==> src/rtl/i2c_txn_arbiter.sv <==
// Round-robin arbiter sharing one I2C master between N_REQ requesters.
// Sequences start_txn/done per single-byte command, with a done watchdog.
module i2c_txn_arbiter #(
  parameter int N_REQ          = 4,
  parameter int TIMEOUT_CYCLES = 4096
) (
  input  logic               clk,
  input  logic               rst,
  input  logic [N_REQ-1:0]   req,
  input  logic [N_REQ-1:0]   req_rw,
  input  logic [7*N_REQ-1:0] req_addr,
  input  logic [8*N_REQ-1:0] req_wdata,
  output logic [N_REQ-1:0]   grant,
  output logic [N_REQ-1:0]   rsp_valid,
  output logic [7:0]         rsp_rdata,
  output logic               rsp_ack_error,
  output logic               rsp_timeout,
  output logic               m_start_txn,
  output logic               m_rw,
  output logic [6:0]         m_sub_addr,
  output logic [7:0]         m_data_in,
  output logic               m_data_valid,
  output logic               m_next_byte,
  input  logic               m_busy,
  input  logic               m_done,
  input  logic               m_ack_error,
  input  logic [7:0]         m_data_out,
  input  logic               m_data_ready
);

  localparam int IDX_W = (N_REQ > 1) ? $clog2(N_REQ) : 1;
  localparam int TMR_W = $clog2(TIMEOUT_CYCLES + 1);

  typedef enum logic [1:0] {IDLE, ISSUE, WAIT_DONE, RESPOND} state_t;

  state_t             state_reg, state_next;
  logic [IDX_W-1:0]   rr_ptr_reg, rr_ptr_next;
  logic [IDX_W-1:0]   gnt_idx_reg, gnt_idx_next;
  logic [TMR_W-1:0]   timer_reg, timer_next;
  logic               cmd_rw_reg, cmd_rw_next;
  logic [6:0]         cmd_addr_reg, cmd_addr_next;
  logic [7:0]         cmd_wdata_reg, cmd_wdata_next;
  logic [7:0]         rdata_reg, rdata_next;
  logic [N_REQ-1:0]   grant_reg, grant_next;
  logic [N_REQ-1:0]   rsp_valid_reg, rsp_valid_next;
  logic [7:0]         rsp_rdata_reg, rsp_rdata_next;
  logic               rsp_ack_error_reg, rsp_ack_error_next;
  logic               rsp_timeout_reg, rsp_timeout_next;
  logic               m_start_txn_reg, m_start_txn_next;
  logic               m_rw_reg, m_rw_next;
  logic [6:0]         m_sub_addr_reg, m_sub_addr_next;
  logic [7:0]         m_data_in_reg, m_data_in_next;
  logic               m_data_valid_reg, m_data_valid_next;

  logic [6:0]         addr_arr  [N_REQ];
  logic [7:0]         wdata_arr [N_REQ];
  logic               sel_found;
  logic [IDX_W-1:0]   sel_idx;
  logic [7:0]         rdata_eff;

  generate
    for (genvar gi = 0; gi < N_REQ; gi++) begin : g_unpack
      assign addr_arr[gi]  = req_addr[7*gi +: 7];
      assign wdata_arr[gi] = req_wdata[8*gi +: 8];
    end
  endgenerate

  // First requesting index at or above rr_ptr, wrapping modulo N_REQ.
  always_comb begin
    int cand;
    sel_found = 1'b0;
    sel_idx   = '0;
    cand      = 0;
    for (int k = 0; k < N_REQ; k++) begin
      cand = int'(rr_ptr_reg) + k;
      if (cand >= N_REQ) cand = cand - N_REQ;
      if (!sel_found && req[cand]) begin
        sel_found = 1'b1;
        sel_idx   = IDX_W'(cand);
      end
    end
  end

  // A byte arriving together with done must still reach the response.
  assign rdata_eff = m_data_ready ? m_data_out : rdata_reg;

  always_comb begin
    state_next         = state_reg;
    rr_ptr_next        = rr_ptr_reg;
    gnt_idx_next       = gnt_idx_reg;
    timer_next         = timer_reg;
    cmd_rw_next        = cmd_rw_reg;
    cmd_addr_next      = cmd_addr_reg;
    cmd_wdata_next     = cmd_wdata_reg;
    rdata_next         = rdata_reg;
    grant_next         = grant_reg;
    rsp_valid_next     = '0;
    rsp_rdata_next     = rsp_rdata_reg;
    rsp_ack_error_next = rsp_ack_error_reg;
    rsp_timeout_next   = rsp_timeout_reg;
    m_start_txn_next   = 1'b0;
    m_rw_next          = m_rw_reg;
    m_sub_addr_next    = m_sub_addr_reg;
    m_data_in_next     = m_data_in_reg;
    m_data_valid_next  = m_data_valid_reg;

    case (state_reg)
      IDLE: begin
        if (sel_found) begin
          gnt_idx_next        = sel_idx;
          cmd_rw_next         = req_rw[sel_idx];
          cmd_addr_next       = addr_arr[sel_idx];
          cmd_wdata_next      = wdata_arr[sel_idx];
          grant_next          = '0;
          grant_next[sel_idx] = 1'b1;
          state_next          = ISSUE;
        end
      end
      ISSUE: begin
        if (!m_busy) begin
          m_start_txn_next  = 1'b1;
          m_rw_next         = cmd_rw_reg;
          m_sub_addr_next   = cmd_addr_reg;
          m_data_in_next    = cmd_wdata_reg;
          m_data_valid_next = !cmd_rw_reg;
          timer_next        = '0;
          rdata_next        = 8'h00;
          state_next        = WAIT_DONE;
        end
      end
      WAIT_DONE: begin
        if (m_data_ready) rdata_next = m_data_out;
        // Response registers load on the exit edge so rsp_valid follows done by one cycle.
        if (m_done || (timer_reg == TMR_W'(TIMEOUT_CYCLES - 1))) begin
          rsp_valid_next     = grant_reg;
          rsp_rdata_next     = cmd_rw_reg ? rdata_eff : 8'h00;
          rsp_ack_error_next = m_done ? m_ack_error : 1'b0;
          rsp_timeout_next   = !m_done;
          m_data_valid_next  = 1'b0;
          state_next         = RESPOND;
        end else begin
          timer_next = timer_reg + TMR_W'(1);
        end
      end
      RESPOND: begin
        grant_next  = '0;
        rr_ptr_next = (gnt_idx_reg == IDX_W'(N_REQ - 1)) ? '0 : gnt_idx_reg + IDX_W'(1);
        state_next  = IDLE;
      end
      default: state_next = IDLE;
    endcase
  end

  always_ff @(posedge clk) begin
    if (rst) begin
      state_reg         <= IDLE;
      rr_ptr_reg        <= '0;
      gnt_idx_reg       <= '0;
      timer_reg         <= '0;
      cmd_rw_reg        <= 1'b0;
      cmd_addr_reg      <= '0;
      cmd_wdata_reg     <= '0;
      rdata_reg         <= '0;
      grant_reg         <= '0;
      rsp_valid_reg     <= '0;
      rsp_rdata_reg     <= '0;
      rsp_ack_error_reg <= 1'b0;
      rsp_timeout_reg   <= 1'b0;
      m_start_txn_reg   <= 1'b0;
      m_rw_reg          <= 1'b0;
      m_sub_addr_reg    <= '0;
      m_data_in_reg     <= '0;
      m_data_valid_reg  <= 1'b0;
    end else begin
      state_reg         <= state_next;
      rr_ptr_reg        <= rr_ptr_next;
      gnt_idx_reg       <= gnt_idx_next;
      timer_reg         <= timer_next;
      cmd_rw_reg        <= cmd_rw_next;
      cmd_addr_reg      <= cmd_addr_next;
      cmd_wdata_reg     <= cmd_wdata_next;
      rdata_reg         <= rdata_next;
      grant_reg         <= grant_next;
      rsp_valid_reg     <= rsp_valid_next;
      rsp_rdata_reg     <= rsp_rdata_next;
      rsp_ack_error_reg <= rsp_ack_error_next;
      rsp_timeout_reg   <= rsp_timeout_next;
      m_start_txn_reg   <= m_start_txn_next;
      m_rw_reg          <= m_rw_next;
      m_sub_addr_reg    <= m_sub_addr_next;
      m_data_in_reg     <= m_data_in_next;
      m_data_valid_reg  <= m_data_valid_next;
    end
  end

  assign grant         = grant_reg;
  assign rsp_valid     = rsp_valid_reg;
  assign rsp_rdata     = rsp_rdata_reg;
  assign rsp_ack_error = rsp_ack_error_reg;
  assign rsp_timeout   = rsp_timeout_reg;
  assign m_start_txn   = m_start_txn_reg;
  assign m_rw          = m_rw_reg;
  assign m_sub_addr    = m_sub_addr_reg;
  assign m_data_in     = m_data_in_reg;
  assign m_data_valid  = m_data_valid_reg;
  assign m_next_byte   = 1'b0;

endmodule
==> config.mk <==
export PLATFORM = sky130hd
export DESIGN_NAME = i2c_txn_arbiter
export DESIGN_NICKNAME = d
export VERILOG_FILES = /design/src/rtl/i2c_txn_arbiter.sv
export SDC_FILE = /design/constraint.sdc
export NUM_CORES = 1
export LEC_CHECK = 0
export CAP_MARGIN = 20
export CORE_UTILIZATION = 51
export DETAILED_ROUTE_END_ITERATION = 10
export GPL_ROUTABILITY_DRIVEN = 0
export PLACE_DENSITY = 0.85
export SLEW_MARGIN = 15
export SYNTH_ARGS = -nofsm -noshare
export SYNTH_HDL_FRONTEND = slang
export SYNTH_SLANG_ARGS = --single-unit
==> constraint.sdc <==
create_clock -name clk -period 4.18 [get_ports clk]
set_input_delay 1.045 -clock clk [delete_from_list [all_inputs] [get_ports clk]]
set_output_delay 1.045 -clock clk [all_outputs]
set_load 0.02 [all_outputs]
==> results of run 1 <==
[stage by stage]
stage                     area [um^2]  setup slack (ns)  total power, mW  hold WS (ns)
final                            5380              1.30             2.45         0.441
after global placement           5180             0.984             1.87         0.419
after floorplan                  4060              2.00             1.62         0.412
after detailed placement         5180             0.856             1.90         0.428
after CTS                        5370              1.23             2.44         0.439
after global routing             5380              1.12             2.60         0.471
[per-layer routing]
layer  part of all wire  wire (um)  track usage  vias up
met1               0.41       4290        0.304     1719
li1                   -          -            -     1737
met4              0.020        210        0.138        0
met5                  0          0            0        -
met2               0.51       5360        0.453      117
met3              0.054        561       0.0519       15
[area by class of cell]
class,instances,area share
multi-input combinational,307,0.418
clock inverter,7,0.0119
inverter,8,0.00558
timing repair buffer,122,0.224
tap,102,0.0237
sequential,79,0.294
clock buffer,9,0.0230
[power groups by stage]
stage | registers, mW | logic [mW] | clock network (mW)
after detailed placement | 0.972 | 0.930 | 0
after global placement | 0.968 | 0.906 | 0
after CTS | 0.956 | 0.938 | 0.551
after global routing | 0.969 | 1.04 | 0.585
final | 0.956 | 0.956 | 0.543
after floorplan | 0.983 | 0.633 | 0
[worst min-delay path: stages (launching register included)]
cell	delay, ns
dfxtp_1	0.31
nand2_1	0.05
a41oi_1	0.04
[worst max-delay path by stage]
stage / from / to / slack [ns]
2_1_floorplan: req[0] / cmd_addr_reg[0]$_SDFFE_PP0P_ / 2.00
3_3_place_gp: req[0] / cmd_addr_reg[5]$_SDFFE_PP0P_ / 0.98
3_5_place_dp: req[0] / cmd_wdata_reg[5]$_SDFFE_PP0P_ / 0.86
4_1_cts: req[0] / cmd_wdata_reg[5]$_SDFFE_PP0P_ / 1.23
5_1_grt: req[0] / cmd_wdata_reg[5]$_SDFFE_PP0P_ / 1.12
6_report: req[0] / cmd_wdata_reg[5]$_SDFFE_PP0P_ / 1.30
[cell families (layout without fill, tap and decap cells)]
kind of cell               count (synthesis)  after routing  share of synthesized area
muxes                                     30             30                     0.0743
and+or+nand+nor                          145            145                      0.196
DFF                                       79             79                      0.390
buffers and inverters                     40            146                     0.0555
adders and majority gates                  7              7                     0.0216
AOI/OAI and AO/OA                        116            116                      0.245
xor gates and xnor gates                   8              8                     0.0173
other                                      1              1                   0.000924
[cell usage in the layout, fill, tap and decap left out, types with 9 or more instances in the layout]
cell / Yosys / routed
a211oi_2: 9 / 9
a21oi_1: 26 / 26
o21bai_1: 17 / 17
mux2i_1: 29 / 29
nand2b_1: 9 / 9
a211oi_1: 13 / 13
nor2_1: 26 / 26
nand2_1: 51 / 51
and2_1: 16 / 16
a221oi_2: 12 / 12
clkdlybuf4s50_1: 0 / 116
clkbuf_8: 0 / 9
dfxtp_1: 79 / 79
==> out/qor.csv, run 1 <==
metric,value,unit
die area,8310,um^2
total grt overflow,0,
"EDFF count, synth",0,
synthesized instance count,426,
Chip Height,91.2,um
asr flop ratio synth,0,
CTS tree,done,
Row Count,32,
Hold Crit Class,reg2reg,
port bufs,117,
ANT cells,0,
Clock transition at path regs,0.09,ns
first-pass GRT wire length,17000,um
"Hold-fix buffers, CTS",0,
antenna violations before repair,0,
"Hold Vio Cnt, Final",0,
DR vias,3588,
most frequent cell after synthesis,dfxtp_1,
outcome,"finished, final reports clean",
share of post-route cells with drive strength above 1,0.124,
# IOs,119,
Yosys warning count,0,
CTS buffer count,9,
vias in the first global route,3570,
Worst Hold Path Cells,2,
DR WL/cell,16.4,um
Levels on crit path,6,
pwr dens,456,nW/um^2
CP endpoint kind,register,
Reg power frac,0.389,
CP Buf/Inv Count,1,
CP max FO,34,
Int Power,1.48,mW
CP max-delay cell,nand3_4,
Leak,1.98,nW
Clk pwr share,0.221,
Layout Area Growth over Synthesis,32.7,%
clock buffer depth,2,
"Avg Cell Area, Syn",9.52,um^2
"Arr. time, crit path",3.12,ns
largest net degree at the start of global routing,39,
Max VDD drop,0.191,mV
"Req. time, crit path",4.41,ns
Seq cells post-synth,79,
cts repair resizes,0,
routed vias/inst,5.66,
CP Launch Type,input port,
H-tree levels,3,
Worst R2R Setup Slack,1.72,ns
Reg area,1580,um^2
synth unique cells,56,
final std cells w/o fill,634,
WL final,10400,um
Filler cells,574,
setup TNS,0,ns
Slew Limit Headroom,0.359,
# placed instances,617,
Largest register FFs,13,
reg-to-reg endpoint,rsp_valid[1]$_SDFF_PP0_,
skew final,0.0102,ns
CTS sink count,79,
Slew @ Worst Pin,0.962,ns
Commonest cells post-synth,"79 x dfxtp_1, 51 x nand2_1, 29 x mux2i_1",
Crit Path Category,in2reg,
HP Start,timer_reg[12]$_SDFFE_PP0P_,
nets,616,
Die Width,91.2,um
Final min period,2.88,ns
GRT Overall Usage,0.261,
Switching Share,0.395,
"Critical Path, Cell by Cell","clkdlybuf4s50_1, and2_2, nand2_2, nand3_4, a221oi_1, a211oi_1",
max incr delay on CP,0.51,ns
Post-CTS Setup Inserts,0,
area of the multi-input gates,2250,um^2
reg2reg start,timer_reg[0]$_SDFFE_PP0P_,
initial core utilization,0.525,
fin util,0.697,
DRT iter0 DRCs,122,
"CP delay by family, top",simple AND/OR/NAND/NOR gates,
register area share after synthesis,0.390,
Switch Pwr,971,uW
iteration count of the initial detailed-routing pass,4,
Hold EP,timer_reg[12]$_SDFFE_PP0P_,
Root Driver,clkbuf_8,
Synth Flop Type,dfxtp_1,
CORE AREA,7730,um^2
Post-Syn Area,4060,um^2
largest cells by area after synthesis,"dfxtp_1 39%, mux2i_1 7.2%, nand2_1 4.7%",
worst r2r path cells,6,
post-synthesis net count,515,
clock latency on the worst-skew pair,0.36,ns
top cell type's share of synthesized area,0.390,
RSZ-0062 raised after global routing,no,
final antenna-violating net count,0,
Fmax achieved,347,MHz
Pins Over Slew Limit,0,
"area leader, netlist",dfxtp_1,
max_cap viols,0,
combinational power share,0.389,
"Setup violations, final",0,
Tcrit/Tclk final,0.690,
Post-DP HPWL,7470,um
DRC violations left,0,
(Power assumes the default switching activity.)
==> run 2, diff against run 1 <==
- CORE_UTILIZATION: 51 -> 43
- PLACE_DENSITY: 0.85 -> 0.77
- clock period: 4.18 -> 2.5 ns (I/O delays scaled with it)
==> run 2 against run 1 <==
Compared with the run above:
- clock skew rose by 0.0018 ns
- sequential share of layout area is 0.95 points lower
- core utilization shrank 9.2 points
- register-to-register slack got worse by 1.2 ns
- combinational power rose by 77%
- cell count up 3.6%
- die area increased by 18%
- largest cell class unchanged
==> out/qor.csv, run 2 (synthesis gave the netlist of run 1 again) <==
metric,value,unit,change
H-tree levels,3,,unchanged
final antenna-violating net count,0,,unchanged
# IOs,119,,unchanged
largest net degree at the start of global routing,30,,-23%
Slew Limit Headroom,0.627,,+0.268
share of post-route cells with drive strength above 1,0.147,,+0.0225
WL final,9910,um,-4.8%
"leading cell type in the layout, fill and taps excluded",clkdlybuf4s50_1,,
Tcrit/Tclk final,0.818,,
Crit Path Category,in2reg,,
Post-CTS Setup Inserts,0,,unchanged
CP startpoint,req[0],,
"Hold-fix buffers, CTS",0,,unchanged
DR vias,3555,,-0.92%
Switching Share,0.362,,-0.0337
fin util,0.605,,-0.0917
CP max FO,4,,-88%
HP Start,timer_reg[12]$_SDFFE_PP0P_,,
first-pass GRT wire length,16500,um,-3.2%
ANT cells,0,,unchanged
clock buffer depth,2,,unchanged
Max VDD drop,0.374,mV,+96%
setup TNS,0,ns,unchanged
antenna violations before repair,0,,unchanged
CTS tree,done,,
DR WL/cell,15.1,um,-8.2%
iteration count of the initial detailed-routing pass,4,,unchanged
CP endpoint kind,register,,
post-place setup slack,0.112,ns,-0.745 ns
total grt overflow,0,,unchanged
Leak,2.07,nW,+4.5%
Slew @ Worst Pin,0.560,ns,-0.402 ns
die area,9830,um^2,+18%
"Arr. time, crit path",2.28,ns,-0.84 ns
Switch Pwr,1.55,mW,+60%
Hold Crit Class,reg2reg,,
"Req. time, crit path",2.73,ns,-1.68 ns
"Hold Vio Cnt, Final",0,,unchanged
Int Power,2.74,mW,+84%
Post-DP HPWL,7470,um,about the same
fin worst setup slack,0.455,ns,-0.841 ns
Root Driver,clkbuf_8,,
Layout Area Growth over Synthesis,37.2,%,
most frequent cells in the layout,"116 x clkdlybuf4s50_1, 79 x dfxtp_1, 51 x nand2_1",,
outcome,"finished, final reports clean",,
nets,630,,+2.3%
Die Width,99.1,um,+8.7%
pwr dens,771,nW/um^2,+69%
RSZ-0062 raised after global routing,no,,
GRT Overall Usage,0.210,,-0.0514
Row Count,35,,+9.4%
CTS buffer count,9,,unchanged
Reg power frac,0.369,,-0.020
Fmax achieved,489,MHz,
cts repair resizes,0,,unchanged
initial core utilization,0.441,,-0.0838
Clock transition at path regs,0.08,ns,about the same
port bufs,117,,unchanged
max_cap viols,0,,unchanged
CP Launch Type,input port,,
DRC violations left,0,,unchanged
Final min period,2.05,ns,
Largest register FFs,13,,unchanged
reg2reg start,state_reg[0]$_SDFFE_PP0P_,,
combinational power share,0.394,,+0.005
CORE AREA,9200,um^2,+19%
vias in the first global route,3619,,+1.4%
skew final,0.0119,ns,+0.00176 ns
clock latency on the worst-skew pair,0.35,ns,about the same
Pins Over Slew Limit,0,,unchanged
routed vias/inst,5.41,,-4.4%
DRT iter0 DRCs,143,,+17%
Filler cells,786,,+37%
Clk pwr share,0.237,,+0.016
"Setup violations, final",0,,unchanged
Chip Height,99.1,um,+8.7%
CTS sink count,79,,unchanged
-- run 2: cell types whose count changed in the layout (fill, tap and decap cells not counted), sizes merged --
cell | previous run | this run
clkinv | 1 | 0
clkinvlp | 2 | 3
bufinv | 0 | 1
inv | 12 | 8
clkbuf | 9 | 12
buf | 6 | 20
-- run 2: cell type report --
class                      instances  area (um^2)  area share
multi-input combinational        307         2250       0.404
clock buffer                      12          165      0.0297
tap                              111          139      0.0250
timing repair buffer             136         1350       0.242
inverter                           8         30.0     0.00540
clock inverter                     4         52.6     0.00944
sequential                        79         1580       0.284
-- run 2: worst paths after layout --
check / to / slack, ns / cells past startpoint
worst max-delay path: state_reg[1]$_SDFFE_PP0P_ / 0.45 / 6
worst min-delay path: timer_reg[12]$_SDFFE_PP0P_ / 0.45 / 2
worst max register to register: timer_reg[2]$_SDFFE_PP0P_ / 0.52 / 8
worst min register to register: timer_reg[12]$_SDFFE_PP0P_ / 0.45 / 2
-- run 2: worst max-delay path, cell delays in order --
cell             delay [ns]
clkdlybuf4s50_1        0.47
nor4_2                 0.48
a21boi_0               0.26
o21ai_2                0.15
mux2i_1                0.24
nor2_1                 0.05
-- run 2: power by group through the flow --
stage	combinational (mW)	clock, mW	sequential (mW)
6_report	1.69	1.01	1.58
5_1_grt	1.85	1.10	1.61
4_1_cts	1.70	1.03	1.58
3_5_place_dp	1.69	0	1.61
3_3_place_gp	1.64	0	1.60
2_1_floorplan	1.06	0	1.64
-- run 2: metrics by stage --
stage	hold WS [ns]	power, mW	instances	instance area [um^2]
finish	0.447	4.29	657	5560
global route	0.476	4.56	657	5560
CTS	0.446	4.31	657	5560
detailed placement	0.435	3.30	641	5350
global placement	0.422	3.25	641	5350
floorplan	0.412	2.70	426	4060
-- run 2: metal layers --
metal / up-vias / global-route usage / part of all wire / wire (um)
li1: 1761 / - / - / -
met1: 1658 / 0.256 / 0.43 / 4280
met2: 118 / 0.357 / 0.48 / 4810
met3: 18 / 0.0478 / 0.067 / 663
met4: 0 / 0.0894 / 0.017 / 165
met5: - / 0 / 0 / 0
